### config.mk
export PLATFORM = sky130hd
export DESIGN_NAME = key_cmd_queue
export DESIGN_NICKNAME = d
export VERILOG_FILES = /design/src/rtl/key_cmd_queue.sv
export SDC_FILE = /design/constraint.sdc
export NUM_CORES = 1
export LEC_CHECK = 0
export ABC_AREA = 1
export ABC_CLOCK_PERIOD_IN_PS = 4300
export BUFFER_PORTS_ARGS = -buffer_cell sky130_fd_sc_hd__buf_4
export CAP_MARGIN = 30
export CORE_UTILIZATION = 55
export CTS_CLUSTER_SIZE = 14
export DETAILED_ROUTE_END_ITERATION = 8
export HOLD_SLACK_MARGIN = 0.12
export MAX_ROUTING_LAYER = met4
export PLACE_DENSITY = 0.77
export SLEW_MARGIN = 0
export SYNTH_ARGS = -nofsm -noshare
export SYNTH_HDL_FRONTEND = slang
export SYNTH_SLANG_ARGS = --single-unit
### constraint.sdc
create_clock -name clk -period 4.3 [get_ports clk]
set_input_delay 0.86 -clock clk [delete_from_list [all_inputs] [get_ports clk]]
set_output_delay 0.86 -clock clk [all_outputs]
set_load 0.01 [all_outputs]
### src/rtl/key_cmd_queue.sv
// Keyboard/gravity command FIFO feeding the game logic with a ready/valid head.
// Optional gravity timer enabled by defining DROP_TIMER_EN.
module key_cmd_queue #(
  parameter int unsigned DEPTH       = 4,
  parameter int unsigned DROP_PERIOD = 25000000
) (
  input  logic                     clk,
  input  logic                     rst,
  input  logic                     left,
  input  logic                     right,
  input  logic                     up,
  input  logic                     down,
  input  logic                     pause,
  input  logic                     cmd_ready,
  output logic                     cmd_valid,
  output logic [1:0]               cmd_code,
  output logic                     cmd_auto,
  output logic [$clog2(DEPTH):0]   level,
  output logic                     overflow
);

  localparam int unsigned PW = $clog2(DEPTH);
  localparam int unsigned LW = PW + 1;

  logic [2:0]    mem [DEPTH];
  logic [PW-1:0] wr_ptr;
  logic [PW-1:0] rd_ptr;
  logic [2:0]    key_cnt;
  logic          key_any;
  logic          multi_key;
  logic          tick_push;
  logic          push_req;
  logic          pop;
  logic          full;
  logic          push_ok;
  logic          drop;
  logic [2:0]    push_data;
  logic [2:0]    head_nxt;
  logic [LW-1:0] level_nxt;

  // Push arbitration, handshake and next head of queue
  always_comb begin
    key_cnt   = 3'(down) + 3'(left) + 3'(right) + 3'(up);
    key_any   = (key_cnt != 3'd0);
    multi_key = (key_cnt > 3'd1);
    push_req  = key_any | tick_push;
    push_data = 3'b000;
    if (down)           push_data = 3'b011;
    else if (left)      push_data = 3'b000;
    else if (right)     push_data = 3'b001;
    else if (up)        push_data = 3'b010;
    else if (tick_push) push_data = 3'b111;
    pop       = cmd_valid & cmd_ready;
    full      = (level == LW'(DEPTH));
    push_ok   = push_req & (~full | pop);
    drop      = push_req & full & ~pop;
    level_nxt = LW'(level + LW'(push_ok) - LW'(pop));
    head_nxt  = {cmd_auto, cmd_code};
    if (level_nxt == '0)
      head_nxt = 3'b000;
    else if (pop)
      head_nxt = (level == LW'(1)) ? push_data : mem[PW'(rd_ptr + 1'b1)];
    else if (level == '0)
      head_nxt = push_data;
  end

  always_ff @(posedge clk) begin
    if (rst) begin
      wr_ptr    <= '0;
      rd_ptr    <= '0;
      level     <= '0;
      cmd_valid <= 1'b0;
      cmd_code  <= 2'b00;
      cmd_auto  <= 1'b0;
      overflow  <= 1'b0;
    end else begin
      if (push_ok) wr_ptr <= PW'(wr_ptr + 1'b1);
      if (pop)     rd_ptr <= PW'(rd_ptr + 1'b1);
      level                <= level_nxt;
      cmd_valid            <= (level_nxt != '0);
      {cmd_auto, cmd_code} <= head_nxt;
      overflow             <= overflow | multi_key | drop;
    end
  end

  // Storage needs no reset; occupancy alone defines which entries are live
  always_ff @(posedge clk) begin
    if (!rst && push_ok) mem[wr_ptr] <= push_data;
  end

`ifdef DROP_TIMER_EN
  localparam int unsigned CW = $clog2(DROP_PERIOD);

  logic [CW-1:0] drop_cnt;
  logic          tick_pend;
  logic          wrap;

  assign wrap      = ~pause & (drop_cnt == CW'(DROP_PERIOD - 1));
  assign tick_push = tick_pend & ~key_any;

  // A key DOWN that lands in the queue restarts gravity; a new wrap beats a consumed tick
  always_ff @(posedge clk) begin
    if (rst) begin
      drop_cnt  <= '0;
      tick_pend <= 1'b0;
    end else if (down && push_ok) begin
      drop_cnt  <= '0;
      tick_pend <= 1'b0;
    end else begin
      if (!pause) drop_cnt <= wrap ? '0 : CW'(drop_cnt + 1'b1);
      if (wrap)           tick_pend <= 1'b1;
      else if (tick_push) tick_pend <= 1'b0;
    end
  end
`else
  logic        pause_unused;
  logic [31:0] period_unused;

  assign pause_unused  = pause;
  assign period_unused = 32'(DROP_PERIOD);
  assign tick_push     = 1'b0;
`endif

endmodule
==> flow_summary_export.csv <==
group,metric,value,unit
die,row_count,15,
pwr,seqPwrFrac,41.7,%
critical_path,end_kind,"flop",
synthesis,synthTopCellsByArea,"edfxtp_1, dfxtp_1, nand2_1, ha_1, inv_1",
clock_tree,root_buffer,"clkbuf_4",
timing,period_minus_slack,3.65,ns
timing,fin_skew,0.00781,ns
route,antenna_left,0,
synthesis,seq_area_frac_synth,42.6,%
clock_tree,post_cts_buffers,0,
critical_path,r2r_cells,14,
critical_path,critical_path_buf_inv_count,8,
timing,rsz0062_at_grt,"false",
synthesis,synthArstFlopShare,0,%
worst_hold_path,min_path_type,"flop to flop",
critical_path,critPathKind,"primary input to flop",
route,vias,844,
pwr,clockPowerShare,13.8,%
synthesis,synthesis.area,1080,sq um
timing,slew_viol_final,0,
synthesis,synth_cell_types,20,
clock_tree,cts_hold_buf,0,
clock_tree,cts_resized,0,
place,place.gp.congestion,0.755,
pwr,switching_share,39.6,%
critical_path,worst-path-max-fanout,5,
timing,final.setup.worst_slack,0.650,ns
critical_path,crit_family,"adder cells",
route,drtPass1Iterations,4,
cells_and_area,drive_gt1_share,17.9,%
cells_and_area,final_nets,172,
job,drv_cap,0,
grt,grt_max_degree,11,
synthesis,syn_nets,155,
place,hpwl,1.35,mm
critical_path,slowest_stage,"fa_1",
clock_tree,numClockSinks,19,
die,ios,16,
cells_and_area,area_growth,13.7,%
critical_path,worstPathArrival,3.86,ns
critical_path,critPathLaunch,"left",
cells_and_area,diodes,0,
run_status,status,"completed",
critical_path,critPathRequiredTime,4.51,ns
critical_path,max_stage_delay,0.54,ns
place,portBuffers,13,
pwr,combPwrFrac,44.5,%
synthesis,synth_top_area_cell,"edfxtp_1",
route,route.detailed.drc,0,
critical_path,cp-start-kind,"primary input",
place,place_ws,0.336,ns
synthesis,synth_top_area_share,22.2,%
grt,grt_pass1_vias,731,
die,die_area,2150,sq um
timing,tns,0,ns
synthesis,synthCells,135,
pwr,p_switching,252,uW
grt,grt_pass1_wl,2.89,mm
synthesis,synthTopCellsByCount,"nand2_1, inv_1, nor2_1",
critical_path,r2r_slack,2.02,ns
clock_tree,clock_latency,0.29,ns
clock_tree,htreeDepth,1,
synthesis,synth.most_common_cell,"nand2_1",
timing,holdWs,0.486,ns
critical_path,cp_num_cells,21,
route,detail_route.wl_per_cell,9.59,um
synthesis,avgSynthCellArea,8.01,sq um
critical_path,timing.rr.start,"level[1]$_SDFF_PP0_",
grt,antenna_found_initial,0,
critical_path,regToRegEndpoint,"cmd_code[0]$_SDFFE_PP0P_",
pwr,power.density,519,nW/um^2
critical_path,crit_path_cell_trace,"buf_4 -> inv_1 -> fa_1 -> inv_1 -> ha_1 -> inv_1 -> ha_1 -> nor2_1 -> nand2_1 -> nand2_2 -> ha_1 -> inv_1 -> ha_1 -> inv_1 -> fa_1 -> nand2_1 -> nand3b_1 -> nand2_1 -> inv_2 -> nand2_1 -> inv_1",
timing,setup_viol,0,
grt,grt_usage,19.8,%
route,viasPerCell,4.80,
timing,max_clock_freq,274,MHz
clock_tree,cts_tree,"done",
route,drtIter0Drc,8,
clock_tree,clk_pin_slew,0.11,ns
die,core-area,1780,sq um
clock_tree,clk_path_buf_depth,2,
route,wl,1.69,mm
die,initial_core_util,60.6,%
die,die_h,46.3,um
synthesis,ys_ff_latch,19,
timing,final.period_utilization,84.9,%
die,die_width,46.3,um
critical_path,cp_common_cell,"inv_1",
pwr,irDropWorstVdd,295,uV
synthesis,synth_ff_type,"dfxtp_1",
synthesis,synth-warning-count,0,
clock_tree,cts_made_buffers,3,
grt,grt_overflow,0,
timing,finalHoldViolCount,0,
pwr,p_int,385,uW
pwr,leakagePower,0.000621,uW
critical_path,crit_path_end,"cmd_code[0]$_SDFFE_PP0P_",
synthesis,synth_edf_count,8,
-- routing by layer --
| metal | track usage (%) | up-vias | routed length [um] |
|---|---|---|---|
| li1 | - | 451 | - |
| met1 | 25.0 | 376 | 794 |
| met2 | 30.0 | 13 | 816 |
| met3 | 3.53 | 4 | 42 |
| met4 | 10.6 | 0 | 35 |
| met5 | - | - | 0 |
-- power by group through the flow --
stage | clock, uW | combinational, uW | sequential, uW
after floorplan | 0 | 198 | 276
after detailed placement | 0 | 284 | 270
after global placement | 0 | 276 | 269
after CTS | 92.7 | 286 | 266
final | 87.7 | 284 | 266
after global routing | 99.0 | 330 | 272
-- worst min-delay path by stage --
| stage | start | cells past startpoint | slack [ns] | endpoint |
|---|---|---|---|---|
| floorplan | rd_ptr[1]$_SDFFE_PP0N_ | 2 | 0.45 | rd_ptr[1]$_SDFFE_PP0N_ |
| global placement | rd_ptr[1]$_SDFFE_PP0N_ | 2 | 0.47 | rd_ptr[1]$_SDFFE_PP0N_ |
| detailed placement | rd_ptr[1]$_SDFFE_PP0N_ | 2 | 0.48 | rd_ptr[1]$_SDFFE_PP0N_ |
| CTS | rd_ptr[1]$_SDFFE_PP0N_ | 2 | 0.49 | rd_ptr[1]$_SDFFE_PP0N_ |
| global route | rd_ptr[1]$_SDFFE_PP0N_ | 2 | 0.52 | rd_ptr[1]$_SDFFE_PP0N_ |
| finish | rd_ptr[1]$_SDFFE_PP0N_ | 2 | 0.49 | rd_ptr[1]$_SDFFE_PP0N_ |
-- stage by stage --
step | total power (uW) | area [sq um] | util, % | instances
finish | 637 | 1230 | 68.9 | 176
global route | 701 | 1230 | 68.9 | 176
global placement | 544 | 1200 | 67.4 | 172
floorplan | 474 | 1080 | - | 135
detailed placement | 554 | 1200 | 67.4 | 172
CTS | 645 | 1230 | 68.9 | 176
-- sequential cells by signal (all words and copies together) (netlist names) --
name       cells
mem            8
level          3
cmd_code       2
rd_ptr         2
wr_ptr         2
cmd_valid      1
overflow       1
-- worst reg2reg max path, delay by kind of cell, from the launching register on --
family / cells / cell delay [ns]
buf+inv: 4 / 0.16
flops: 1 / 0.46
fa+ha+maj: 3 / 0.91
simple gates: 7 / 0.63
-- final cells by class --
class                   count  area (sq um)
repair buffers             13          97.6
flip-flops and latches     19           460
fillers                   155           554
well taps                  25          31.3
clock buffers               4          26.3
multi-input cells          90           519
inverters                  25          93.8
-- cells in the final DEF (no fill, tap or decap), types with 2 or more instances in the layout --
master / count
inv_1: 21
ha_1: 10
nand3_1: 9
inv_2: 4
o21ai_0: 2
dfxtp_1: 11
buf_4: 13
nand2_4: 2
nand2_2: 2
edfxtp_1: 8
o21ai_1: 2
clkbuf_4: 3
a21oi_1: 8
fa_1: 2
nand2_1: 36
nor2_1: 12
-- cell families (layout without fill, tap and decap cells) --
logic type,Yosys count,after routing,share of synthesized area [%]
AOI/OAI and AO/OA,12,12,5.56
adders and majority gates,12,12,15.3
buffers and inverters,26,42,9.38
DFF,19,19,42.6
other,1,1,0.347
and+or+nand+nor,65,65,26.9
No activity file was read; power rests on OpenSTA's default activity.
